## config.mk

```make
export PLATFORM = sky130hd
export DESIGN_NAME = mips_multicycle_ctrl
export DESIGN_NICKNAME = d
export VERILOG_FILES = /design/src/rtl/mips_multicycle_ctrl.sv
export SDC_FILE = /design/constraint.sdc
export NUM_CORES = 1
export LEC_CHECK = 0
export ABC_AREA = 1
export CORE_UTILIZATION = 29
export CTS_BUF_LIST = sky130_fd_sc_hd__clkbuf_4 sky130_fd_sc_hd__clkbuf_8 sky130_fd_sc_hd__clkbuf_16
export CTS_CLUSTER_SIZE = 40
export DETAILED_ROUTE_END_ITERATION = 10
export HOLD_SLACK_MARGIN = 0.15
export PLACE_DENSITY = 0.6
export SYNTH_ARGS = -nofsm -noshare
export SYNTH_HDL_FRONTEND = slang
export SYNTH_SLANG_ARGS = --single-unit
```

## constraint.sdc

```tcl
create_clock -name clk -period 1.55 [get_ports clk]
set_clock_uncertainty 0.1 [all_clocks]
set_input_delay 0.31 -clock clk [delete_from_list [all_inputs] [get_ports clk]]
set_output_delay 0.31 -clock clk [all_outputs]
set_load 0.01 [all_outputs]
```

## src/rtl/mips_multicycle_ctrl.sv

```systemverilog
// Multi-cycle MIPS control FSM: walks each instruction through FETCH/DECODE/EXEC/MEM/WB,
// drives the datapath enables and mux selects, traps illegal opcodes, counts retirements.
module mips_multicycle_ctrl (
  input  logic        clk,
  input  logic        rst,
  input  logic        run,
  input  logic [5:0]  opcode,
  input  logic [5:0]  funct,
  input  logic        alu_zero,
  input  logic        dmem_ready,
  output logic        ir_write,
  output logic        pc_write,
  output logic [1:0]  pc_src,
  output logic [1:0]  alu_op,
  output logic        alu_src_imm,
  output logic        reg_write_enable,
  output logic        reg_dst,
  output logic        mem_to_reg,
  output logic        dmem_req,
  output logic        dmem_write,
  output logic        halt,
  output logic [31:0] instr_count
);

  localparam logic [5:0] OP_RTYPE = 6'b000000;
  localparam logic [5:0] OP_ADDI  = 6'b001000;
  localparam logic [5:0] OP_LW    = 6'b100011;
  localparam logic [5:0] OP_SW    = 6'b101011;
  localparam logic [5:0] OP_BEQ   = 6'b000100;
  localparam logic [5:0] OP_J     = 6'b000010;

  typedef enum logic [2:0] {
    S_FETCH  = 3'd0,
    S_DECODE = 3'd1,
    S_EXEC   = 3'd2,
    S_MEM    = 3'd3,
    S_WB     = 3'd4,
    S_HALT   = 3'd5
  } state_t;

  state_t      state_r;
  state_t      state_next_s;
  logic [31:0] count_r;
  logic        retire_s;

  function automatic logic is_legal(input logic [5:0] op, input logic [5:0] fn);
    logic ok;
    case (op)
      OP_RTYPE: begin
        case (fn)
          6'b100000, 6'b100010, 6'b100100, 6'b100101, 6'b101010: ok = 1'b1;
          default: ok = 1'b0;
        endcase
      end
      OP_ADDI, OP_LW, OP_SW, OP_BEQ, OP_J: ok = 1'b1;
      default: ok = 1'b0;
    endcase
    return ok;
  endfunction

  // State register and retired-instruction counter
  always_ff @(posedge clk) begin
    if (rst) begin
      state_r <= S_FETCH;
      count_r <= 32'd0;
    end else begin
      state_r <= state_next_s;
      if (retire_s) begin
        count_r <= count_r + 32'd1;
      end else begin
        count_r <= count_r;
      end
    end
  end

  // Next-state and datapath control decode; reset forces every output low
  always_comb begin
    state_next_s     = state_r;
    retire_s         = 1'b0;
    ir_write         = 1'b0;
    pc_write         = 1'b0;
    pc_src           = 2'b00;
    alu_op           = 2'b00;
    alu_src_imm      = 1'b0;
    reg_write_enable = 1'b0;
    reg_dst          = 1'b0;
    mem_to_reg       = 1'b0;
    dmem_req         = 1'b0;
    dmem_write       = 1'b0;
    halt             = 1'b0;
    if (rst) begin
      state_next_s = S_FETCH;
    end else begin
      case (state_r)
        S_FETCH: begin
          if (run) begin
            ir_write     = 1'b1;
            pc_write     = 1'b1;
            state_next_s = S_DECODE;
          end else begin
            state_next_s = S_FETCH;
          end
        end
        S_DECODE: begin
          if (!is_legal(opcode, funct)) begin
            state_next_s = S_HALT;
          end else if (opcode == OP_J) begin
            pc_write     = 1'b1;
            pc_src       = 2'b10;
            retire_s     = 1'b1;
            state_next_s = S_FETCH;
          end else begin
            state_next_s = S_EXEC;
          end
        end
        S_EXEC: begin
          case (opcode)
            OP_RTYPE: begin
              alu_op       = 2'b10;
              state_next_s = S_WB;
            end
            OP_ADDI: begin
              alu_src_imm  = 1'b1;
              state_next_s = S_WB;
            end
            OP_LW, OP_SW: begin
              alu_src_imm  = 1'b1;
              state_next_s = S_MEM;
            end
            OP_BEQ: begin
              alu_op       = 2'b01;
              pc_write     = alu_zero;
              pc_src       = 2'b01;
              retire_s     = 1'b1;
              state_next_s = S_FETCH;
            end
            default: state_next_s = S_HALT;
          endcase
        end
        S_MEM: begin
          dmem_req   = 1'b1;
          dmem_write = (opcode == OP_SW);
          if (!dmem_ready) begin
            state_next_s = S_MEM;
          end else if (opcode == OP_SW) begin
            retire_s     = 1'b1;
            state_next_s = S_FETCH;
          end else begin
            state_next_s = S_WB;
          end
        end
        S_WB: begin
          // ALU controls repeat the EXEC setting so alu_out stays stable into busW
          reg_write_enable = 1'b1;
          reg_dst          = (opcode == OP_RTYPE);
          mem_to_reg       = (opcode == OP_LW);
          alu_op           = (opcode == OP_RTYPE) ? 2'b10 : 2'b00;
          alu_src_imm      = (opcode != OP_RTYPE);
          retire_s         = 1'b1;
          state_next_s     = S_FETCH;
        end
        S_HALT: begin
          halt         = 1'b1;
          state_next_s = S_HALT;
        end
        default: begin
          halt         = 1'b1;
          state_next_s = S_HALT;
        end
      endcase
    end
  end

  assign instr_count = rst ? 32'd0 : count_r;

endmodule

```

==> impl_results.rst <==
.. list-table::
   :header-rows: 1

   * - Metric
     - Value
   * - Post-DP HPWL
     - 7040 µm
   * - Worst vdd rail ir drop
     - 0.249 mV
   * - Number of standard cells in the final layout excluding fillers
     - 785
   * - Fraction of final layout cells with drive strength greater than 1
     - 0.431
   * - Combinational fraction of design power
     - 0.261
   * - Global-route usage over all layers
     - 0.207
   * - Setup violation total in the final timing report
     - 44
   * - Post-synth design cell area
     - about 2800 µm²
   * - Post-detailed-route DRC marker count
     - 0
   * - CTS clock-pin slew for the worst setup and hold paths
     - ~0.07 ns
   * - Count of routing violations after the opening detailed-route iteration
     - 157
   * - Worst path required time
     - approximately 1.1 ns
   * - Status
     - finished, violations left
   * - Routed length per placed instance
     - 12.7 µm
   * - Maximum operating frequency
     - 564 MHz
   * - Horizontal die dimension
     - 100 µm
   * - Core Region
     - 9280 µm²
   * - Number of cells after detailed placement
     - 760
   * - Nets@finish
     - 673
   * - Buffer depth of the longest clock path
     - 2
   * - Critical path launch point type
     - flop
   * - Total via count in the routed design
     - 3653
   * - Remaining global-route overflow
     - 0
   * - CTS Root Cell
     - sky130_fd_sc_hd__clkbuf_8
   * - Finished Core Util
     - 0.523
   * - Maximum level of the CTS H-tree
     - 2
   * - Synthesized flop and latch total
     - 35
   * - Skew-Pair Late Insertion Delay
     - around 0.29 ns
   * - Switching power
     - between 0.6 and 0.7 mW
   * - Sequential area share after synthesis
     - 0.250
   * - Dpl ws
     - -0.945 ns
   * - Yosys warning count
     - 0
   * - Number of buffers added by the clock tree synthesis step
     - 5
   * - Initial core utilization
     - 0.301
   * - Flop pwr share
     - 0.422
   * - Hold-fix buffers, CTS
     - 0
   * - Number of clock sinks
     - 35
   * - Syn Nets
     - 527
   * - Data arrival time of the critical path
     - 1.36 ns
   * - PwrDens
     - 453 nW/µm²
   * - Net switching fraction of the power
     - 0.307
   * - Cell area after placement
     - 4110 µm²
   * - Standard-cell rows
     - 35
   * - Via count of the first global-routing pass
     - 3615
   * - Category of the critical setup timing path
     - flop to primary output
   * - Die Outline Area
     - 10000 µm²
   * - Hold_ws
     - 0.382 ns
   * - Chip height
     - 100 µm
   * - Pint
     - 1.53 mW
   * - Tightest Pin Transition
     - 0.249 ns
   * - Antenna diode count
     - 0
   * - Max capacitance violation total
     - 0
   * - First-pass GRT wire length
     - between 15000 and 20000 µm
   * - Number of antenna violations at the first check in global routing
     - 0
   * - RSZ-0062 raised after global routing
     - true
   * - Worst slew slack as a fraction of its limit
     - 0.832
   * - Vias per Instance
     - 4.65
   * - Max-slew violation count
     - 0
   * - Final sum of negative setup slack
     - -4.42 ns
   * - Total power after layout
     - between 2 and 2.5 mW
   * - Failing checks
     - setup timing
   * - Biggest fanout along the worst timing path
     - 7
   * - Min-delay worst type
     - primary input to flop
   * - Synthesized area divided by synthesized cell count
     - 5.50 µm²
   * - Total I/O pin count
     - 62
   * - Share of the cycle needed by the critical path after routing
     - 1.14
   * - Synth-to-layout area growth
     - 73.6%
   * - Count of mapped cells out of synthesis
     - 509
   * - Post-route cell area
     - 4860 µm²
   * - Placer's final routability congestion estimate
     - ~0.91
   * - Wire length after detailed routing
     - 9950 µm
   * - Leakage
     - 2.20 nW
   * - Post-route antenna net violation count
     - 0
   * - Initial DRT Pass Iterations
     - 5
   * - Count of final hold-check violations
     - 0
   * - TritonCTS clock tree
     - yes
   * - Maximum number of pins on one net before global-route repair
     - 38
   * - Kind of capture point of the worst setup path
     - primary output
   * - Worst path setup slack after routing
     - -0.223 ns
   * - Distinct cell type count after synthesis
     - 29
   * - Final critical-path required period
     - about 1.8 ns
   * - Clk pwr share
     - 0.317
   * - Quantity of I/O buffers inserted on ports
     - 61
==> power by group through the flow <==
stage / Clock (mW) / Sequential (mW) / Combinational (mW)
4_1_cts: 0.711 / 0.936 / 0.553
5_1_grt: 0.750 / 0.931 / 0.612
3_3_place_gp: 0 / 0.947 / 0.385
3_5_place_dp: 0 / 0.948 / 0.388
6_report: 0.698 / 0.929 / 0.576
2_1_floorplan: 0 / 0.947 / 0.186
==> per-layer routing <==
metal	share of wire	GRT usage
met1	0.45	0.268
met2	0.48	0.362
met3	0.049	0.0244
met4	0.022	0.0602
met5	0	0
==> kinds of logic after synthesis <==
family | Yosys count | synth area share
AOI/OAI and AO/OA | 48 | 0.0966
xor gates and xnor gates | 5 | 0.0156
adders and majority gates | 1 | 0.00447
DFF | 35 | 0.250
buffers and inverters | 77 | 0.117
and+or+nand+nor | 343 | 0.516
==> cells in the final DEF, fill, tap and decap left out, types with 2 or more instances in the layout <==
master / n
sky130_fd_sc_hd__inv_2: 8
sky130_fd_sc_hd__buf_8: 2
sky130_fd_sc_hd__nor2_4: 15
sky130_fd_sc_hd__nor3_4: 2
sky130_fd_sc_hd__buf_2: 22
sky130_fd_sc_hd__o21ai_0: 6
sky130_fd_sc_hd__clkbuf_2: 4
sky130_fd_sc_hd__nand2_1: 132
sky130_fd_sc_hd__o21ai_1: 2
sky130_fd_sc_hd__clkbuf_8: 5
sky130_fd_sc_hd__o21ai_2: 4
sky130_fd_sc_hd__nand3_1: 20
sky130_fd_sc_hd__nor2_2: 14
sky130_fd_sc_hd__buf_6: 12
sky130_fd_sc_hd__nand3_4: 3
sky130_fd_sc_hd__clkdlybuf4s15_1: 9
sky130_fd_sc_hd__dfxtp_1: 12
sky130_fd_sc_hd__buf_4: 70
sky130_fd_sc_hd__a21oi_1: 7
sky130_fd_sc_hd__nand2_8: 2
sky130_fd_sc_hd__nor2_1: 99
sky130_fd_sc_hd__nand2_4: 21
sky130_fd_sc_hd__nand2_2: 18
sky130_fd_sc_hd__inv_1: 52
sky130_fd_sc_hd__nor3_2: 2
sky130_fd_sc_hd__nand3_2: 11
sky130_fd_sc_hd__dlygate4sd2_1: 16
sky130_fd_sc_hd__dfxtp_2: 14
sky130_fd_sc_hd__inv_4: 3
sky130_fd_sc_hd__xor2_1: 5
sky130_fd_sc_hd__a21oi_2: 26
sky130_fd_sc_hd__dfxtp_4: 9
sky130_fd_sc_hd__clkbuf_4: 2
sky130_fd_sc_hd__clkdlybuf4s50_1: 9
sky130_fd_sc_hd__buf_12: 6
==> registers in the layout, summed over array words and instances, names as in the netlist <==
signal / flops
state_r: 3
count_r: 32
==> critical path, stage by stage, from the launching register on <==
cell and delay [ns]:
sky130_fd_sc_hd__dfxtp_4 0.39, sky130_fd_sc_hd__nor2_4 0.15, sky130_fd_sc_hd__nand2_4 0.09, sky130_fd_sc_hd__inv_2 0.07
sky130_fd_sc_hd__o21ai_2 0.06, sky130_fd_sc_hd__a21oi_2 0.16, sky130_fd_sc_hd__buf_2 0.15
==> final timing paths <==
path          startpoint     endpoint  slack, ns  cells past startpoint
min reg2reg  count_r[16]  count_r[16]       0.40                      2
min                  rst  count_r[16]       0.38                      3
max           state_r[1]  alu_src_imm      -0.22                      6
max reg2reg   state_r[0]  count_r[17]      -0.16                     11
==> Yosys cell counts, drive strengths merged <==
| library cell | instances | share of area |
|---|---|---|
| a21oi | 34 | 0.070 |
| a31oi | 1 | 0.0022 |
| buf | 5 | 0.020 |
| clkbuf | 8 | 0.011 |
| clkinv | 1 | 0.0013 |
| dfxtp | 35 | 0.25 |
| ha | 1 | 0.0045 |
| inv | 63 | 0.084 |
| nand2 | 173 | 0.25 |
| nand3 | 34 | 0.063 |
| nand4 | 1 | 0.0022 |
| nor2 | 129 | 0.19 |
| nor3 | 4 | 0.0072 |
| nor4 | 1 | 0.0022 |
| o21a | 1 | 0.0027 |
| o21ai | 12 | 0.021 |
| or2 | 1 | 0.0022 |
| xor2 | 5 | 0.016 |
==> repair_timing <==
action | CTS | global route
pin swaps | 38 | 36
setup buffers | 13 | 6
endpoints found under the hold margin | 0 | 0
setup endpoints to repair | 80 | 62
resized for setup | 245 | 84
cloned | 4 | 0
==> area by class of cell <==
type                       count  area, µm²
multi-input combinational    397       2310
clock buffer                   7       83.8
fill                         912       4420
sequential                    35        752
tap                          129        161
inverter                      64        248
clock inverter                 1       5.00
timing repair buffer         152       1300
Note: power is estimated with default switching activity, not from simulation.
